===== src/rtl/tdm_pkg.sv =====
// Shared mode encodings and the idle-word helper for the TDM transmission block.
package tdm_pkg;

   localparam logic MODE_MANUAL = 1'b0;
   localparam logic MODE_SCAN   = 1'b1;
   localparam int   IDLE_MAX_W  = 64;

   // Idle lines sit at all-ones; callers keep the low `width` bits.
   function automatic logic [IDLE_MAX_W-1:0] idle_value(input int width);
      logic [IDLE_MAX_W-1:0] v;
      v = '0;
      for (int i = 0; i < IDLE_MAX_W; i++) begin
         if (i < width) v[i] = 1'b1;
      end
      return v;
   endfunction

endpackage


===== src/rtl/tdm_scan_ctrl.sv =====
// Slot selection: manual load or round-robin scan with a programmable dwell,
// plus the frame flag marking the first cycle of slot 0.
module tdm_scan_ctrl
   import tdm_pkg::*;
#(
   parameter int CHANNELS = 8,
   parameter int DWELL    = 4,
   parameter int SEL_W    = $clog2(CHANNELS)
) (
   input  logic             clk,
   input  logic             rst_n,
   input  logic             en,
   input  logic             mode,
   input  logic [SEL_W-1:0] sel_manual,
   output logic [SEL_W-1:0] sel_q,
   output logic             frm
);

   localparam int DW_W = (DWELL > 1) ? $clog2(DWELL) : 1;
   localparam logic [DW_W-1:0]  DWELL_LAST = DW_W'(DWELL - 1);
   localparam logic [SEL_W-1:0] LAST_SLOT  = SEL_W'(CHANNELS - 1);

   logic [DW_W-1:0]  dwell_q;
   logic [DW_W-1:0]  dwell_nxt;
   logic [SEL_W-1:0] sel_nxt;

   // Manual mode overrides any pending dwell wrap; the >= also folds an
   // out-of-range manual slot back to 0 once scanning resumes.
   always_comb begin
      sel_nxt   = sel_q;
      dwell_nxt = dwell_q;
      if (mode == MODE_MANUAL) begin
         sel_nxt   = sel_manual;
         dwell_nxt = '0;
      end else if (en) begin
         if (dwell_q == DWELL_LAST) begin
            dwell_nxt = '0;
            sel_nxt   = (sel_q >= LAST_SLOT) ? '0 : sel_q + 1'b1;
         end else begin
            dwell_nxt = dwell_q + 1'b1;
         end
      end
   end

   always_ff @(posedge clk or negedge rst_n) begin
      if (!rst_n) begin
         sel_q   <= '0;
         dwell_q <= '0;
      end else begin
         sel_q   <= sel_nxt;
         dwell_q <= dwell_nxt;
      end
   end

   assign frm = (mode == MODE_SCAN) && en && (sel_q == '0) && (dwell_q == '0);

endmodule


===== src/rtl/tdm_transmission.sv =====
// Registered TDM mux/demux: one selected channel crosses the link register
// and lands on its matching output; every other output idles at all-ones.
module tdm_transmission
   import tdm_pkg::*;
#(
   parameter int CHANNELS = 8,
   parameter int WIDTH    = 1,
   parameter int DWELL    = 4,
   parameter int SEL_W    = $clog2(CHANNELS)
) (
   input  logic                      iClk,
   input  logic                      iRst_n,
   input  logic                      iEn,
   input  logic                      iMode,
   input  logic [SEL_W-1:0]          iSel,
   input  logic [CHANNELS*WIDTH-1:0] iData,
   output logic [CHANNELS*WIDTH-1:0] oData,
   output logic [SEL_W-1:0]          oSel,
   output logic                      oValid,
   output logic                      oFrame
);

   localparam logic [WIDTH-1:0] IDLE = WIDTH'(idle_value(WIDTH));

   logic [SEL_W-1:0]          sel_q;
   logic                      frm;
   logic [WIDTH-1:0]          picked;
   logic                      in_range;
   logic [WIDTH-1:0]          link_p1;
   logic [SEL_W-1:0]          sel_p1;
   logic                      vld_p1;
   logic                      frm_p1;
   logic [CHANNELS*WIDTH-1:0] demux;

   tdm_scan_ctrl #(
      .CHANNELS (CHANNELS),
      .DWELL    (DWELL),
      .SEL_W    (SEL_W)
   ) u_scan_ctrl (
      .clk        (iClk),
      .rst_n      (iRst_n),
      .en         (iEn),
      .mode       (iMode),
      .sel_manual (iSel),
      .sel_q      (sel_q),
      .frm        (frm)
   );

   always_comb begin
      picked = IDLE;
      for (int k = 0; k < CHANNELS; k++) begin
         if (sel_q == SEL_W'(k)) picked = iData[k*WIDTH +: WIDTH];
      end
   end

   assign in_range = int'(sel_q) < CHANNELS;

   // Stage 1: sample the selected channel onto the link
   always_ff @(posedge iClk or negedge iRst_n) begin
      if (!iRst_n) begin
         link_p1 <= IDLE;
         sel_p1  <= '0;
         vld_p1  <= 1'b0;
         frm_p1  <= 1'b0;
      end else begin
         link_p1 <= picked;
         sel_p1  <= sel_q;
         vld_p1  <= iEn && in_range;
         frm_p1  <= frm;
      end
   end

   always_comb begin
      demux = {CHANNELS{IDLE}};
      for (int k = 0; k < CHANNELS; k++) begin
         if (vld_p1 && (sel_p1 == SEL_W'(k))) demux[k*WIDTH +: WIDTH] = link_p1;
      end
   end

   // Stage 2: demultiplexed outputs
   always_ff @(posedge iClk or negedge iRst_n) begin
      if (!iRst_n) begin
         oData  <= {CHANNELS{IDLE}};
         oSel   <= '0;
         oValid <= 1'b0;
         oFrame <= 1'b0;
      end else begin
         oData  <= demux;
         oSel   <= sel_p1;
         oValid <= vld_p1;
         oFrame <= frm_p1;
      end
   end

endmodule


===== config.mk =====
export PLATFORM = sky130hd
export DESIGN_NAME = tdm_transmission
export DESIGN_NICKNAME = d
export VERILOG_FILES = /design/src/rtl/tdm_pkg.sv /design/src/rtl/tdm_scan_ctrl.sv /design/src/rtl/tdm_transmission.sv
export SDC_FILE = /design/constraint.sdc
export NUM_CORES = 1
export LEC_CHECK = 0
export BUFFER_PORTS_ARGS = -buffer_cell sky130_fd_sc_hd__buf_2
export CORE_MARGIN = 2
export CORE_UTILIZATION = 41
export CTS_CLUSTER_DIAMETER = 100
export DETAILED_ROUTE_END_ITERATION = 6
export PLACE_DENSITY = 0.65
export RECOVER_POWER = 50
export SYNTH_ARGS = -nofsm -noshare
export SYNTH_HDL_FRONTEND = slang
export SYNTH_SLANG_ARGS = --single-unit

===== constraint.sdc =====
create_clock -name iClk -period 2.7 [get_ports iClk]
set_input_delay 0.54 -clock iClk [delete_from_list [all_inputs] [get_ports iClk]]
set_output_delay 0.54 -clock iClk [all_outputs]
set_load 0.005 [all_outputs]

==> flow_metrics.py <==
metrics = {
    "routing": {
        "drt_iter0_drc": 11,
        "drc": 0,
        "totalWireLength_um": 1607,
        "vias": 730,
        "wire_per_inst_um": 10.93,
        "vias_per_cell": 4.966,
        "postRouteAntennaNets": 0,
        "first_pass_iters": 4,
    },
    "min_path": {
        "whs_path_depth": 0,
        "hp-start": "frm_p1",
        "min_to": "oFrame",
        "hold_path.class": "reg2reg",
    },
    "logic_synthesis": {
        "yosysSeqAreaShare_pct": 60.30,
        "syn-instance-count": 87,
        "syn-num-nets": 110,
        "synth.distinct_cells": 26,
        "synth_top_area_share_pct": 36.99,
        "syn_avg_cell_area_um2": 11.66,
        "syn_area_mm2": 0.001015,
        "synth.area.top_cells": "dfrtp_1 (37%), dfstp_2 (23%), ha_1 (9.9%), a21oi_1 (3.5%), inv_1 (3.3%)",
        "synth_top_area_cell": "dfrtp_1",
        "synth_seq_cells": 24,
        "yosysWarnings": 0,
    },
    "sta": {
        "fmax_ghz": 0.6207,
        "finalCritPeriodShare_pct": 59.67,
        "hold_viol_final": 0,
        "final-max-slew-violation-count": 0,
        "rsz0062_at_grt": "no",
        "tightest_slew_ns": 1.185,
        "layout_min_cycle_time_ns": 1.611,
        "slew_headroom_pct": 21.01,
        "setup_viol": 0,
        "timing.setup.tns_ns": 0,
        "fin_skew_ns": 0.002112,
    },
    "floorplan": {
        "num_rows": 18,
        "fp.dieH_um": 53.75,
        "dieArea_mm2": 0.002889,
        "num_io_pins": 28,
        "die_w_um": 53.75,
        "initial_core_util_pct": 42.11,
        "core_mm2": 0.002410,
    },
    "pwr": {
        "peakVddDrop_mv": 0.2674,
        "p_leak_nw": 0.5732,
        "power_density_mw_per_mm2": 616.5,
        "p_total_uw": 759.8,
    },
    "outcome": {
        "outcome": "finished, final reports clean",
    },
    "global_route": {
        "grt_pass1_wl_um": 2594,
        "antenna_found_initial": 0,
        "grtUsageTotal_pct": 12.46,
        "global_route.overflow_total": 0,
        "grt_max_degree": 25,
        "grt_pass1_vias": 606,
    },
    "finish": {
        "final_cell_mix": "buf_2 (25), dfrtp_1 (15), inv_1 (9), dfstp_2 (9)",
        "layout-drive-gt1-share_pct": 34.19,
        "fin_cells": 147,
        "area_growth_pct": 21.45,
        "num-fill-cells": 229,
        "nets": 141,
        "final-seq-area_um2": 611.8,
        "fin_area_mm2": 0.001232,
        "antenna-diode-count": 0,
        "fin_util_pct": 51.14,
        "multi_input_area_um2": 364.1,
        "final_common_cell": "buf_2",
    },
    "critical_path": {
        "rr_worst_depth": 5,
        "r2r-start": "u_scan_ctrl.sel_q[0]",
        "critical_path_class": "reg2reg",
        "r2r-end": "u_scan_ctrl.sel_q[2]",
        "arrival_ns": 1.85,
        "crit_fanout": 7,
        "end_kind": "flip-flop",
        "required_ns": 2.94,
        "rrSetupSlack_ns": 1.09,
        "critPathLaunchType": "flip-flop",
    },
    "clock_network": {
        "cts_post_setup_buffers_inserted": 0,
        "tritoncts": "yes",
        "cts_sinks": 24,
        "cts_buffers": 3,
        "cts_resized": 0,
        "clkTransAtPathRegs_ns": 0.13,
        "cts-root-buf": "clkbuf_4",
        "clk_latency_ns": 0.30,
        "cts_htree_levels": 1,
        "holdBufCountCts": 0,
        "clk_path_buf_depth": 2,
    },
    "place": {
        "gp_congestion": 0.7492,
        "port_buffers": 27,
        "dp_hpwl_um": 1243,
        "dpl_cell_area_mm2": 0.001182,
        "dp.cells": 143,
    },
    "job": {
        "maxCapViolCount": 0,
    },
}
==> worst max-delay path, cell delays in order (launching register included) <==
cell      delay (ns)
dfrtp_1         0.47
ha_1            0.25
ha_1            0.25
a311oi_2        0.32
a22oi_1         0.10
a21oi_1         0.15
==> where the power goes <==
part           leakage [nW]  switching (mW)  total, mW  internal (mW)
Clock                0.0279           0.101      0.251          0.150
Combinational         0.273          0.0512     0.0962         0.0449
Sequential            0.273          0.0226      0.413          0.390
==> kinds of logic after synthesis <==
family / share of synthesized area [%]
AND/OR/NAND/NOR: 14.80
flip-flops: 60.30
AO/OA/AOI/OAI: 9.371
buffers and inverters: 3.822
adder cells (fa/ha/maj): 9.865
XOR/XNOR: 0.8633
multiplexers: 0.9865
==> flip-flops by register name, summed over array words and instances, names as in the netlist <==
| name | cells |
|---|---|
| vld_p1 | 1 |
| oData | 8 |
| oValid | 1 |
| oFrame | 1 |
| sel_p1 | 3 |
| oSel | 3 |
| link_p1 | 1 |
| u_scan_ctrl.dwell_q | 2 |
| frm_p1 | 1 |
| u_scan_ctrl.sel_q | 3 |
==> Yosys cell counts, drive strengths merged <==
cell	instances
nor2b	2
a21oi	7
nand4	1
buf	1
inv	9
a22oi	2
nor2	8
nor3	2
nor3b	1
ha	8
nor4bb	1
o22ai	1
xor2	1
nand2	6
a221oi	1
mux2i	1
a31oi	1
nand3	5
and3b	1
and2	1
o2bb2ai	1
nand4b	1
dfstp	9
a311oi	1
dfrtp	15
==> worst max path at each step <==
stage | end | slack (ns) | from | depth (start not counted)
6_report | u_scan_ctrl.sel_q[2] | 1.09 | u_scan_ctrl.sel_q[0] | 5
5_1_grt | u_scan_ctrl.sel_q[2] | 0.96 | u_scan_ctrl.sel_q[0] | 5
4_1_cts | u_scan_ctrl.sel_q[1] | 1.09 | u_scan_ctrl.sel_q[0] | 5
3_5_place_dp | u_scan_ctrl.sel_q[2] | 1.11 | u_scan_ctrl.sel_q[0] | 5
3_3_place_gp | u_scan_ctrl.sel_q[1] | 1.17 | u_scan_ctrl.sel_q[0] | 5
2_1_floorplan | u_scan_ctrl.sel_q[1] | 1.26 | u_scan_ctrl.sel_q[0] | 5
==> metal layers <==
| layer | global-route usage (%) | up-vias | routed length [µm] |
|---|---|---|---|
| li1 | - | 358 | - |
| met1 | 16.28 | 346 | 645 |
| met2 | 21.34 | 26 | 850 |
| met3 | 2.500 | 0 | 111 |
| met4 | 2.564 | 0 | 0 |
| met5 | 0 | - | 0 |
==> cell type report <==
type	count	share of cell area (%)
inverter	9	2.741
clock buffer	3	1.827
multi-input combinational	53	29.54
sequential	24	49.64
clock inverter	1	2.437
tap	30	3.046
timing repair buffer	27	10.76
==> metrics by stage <==
step	worst slack [ns]	hold WS, ns
final	1.089	0.3671
after global routing	0.9552	0.3840
after CTS	1.091	0.1867
after detailed placement	1.111	0.3412
after global placement	1.174	0.3356
after floorplan	1.256	0.2444
No activity file was read; power rests on OpenSTA's default activity.
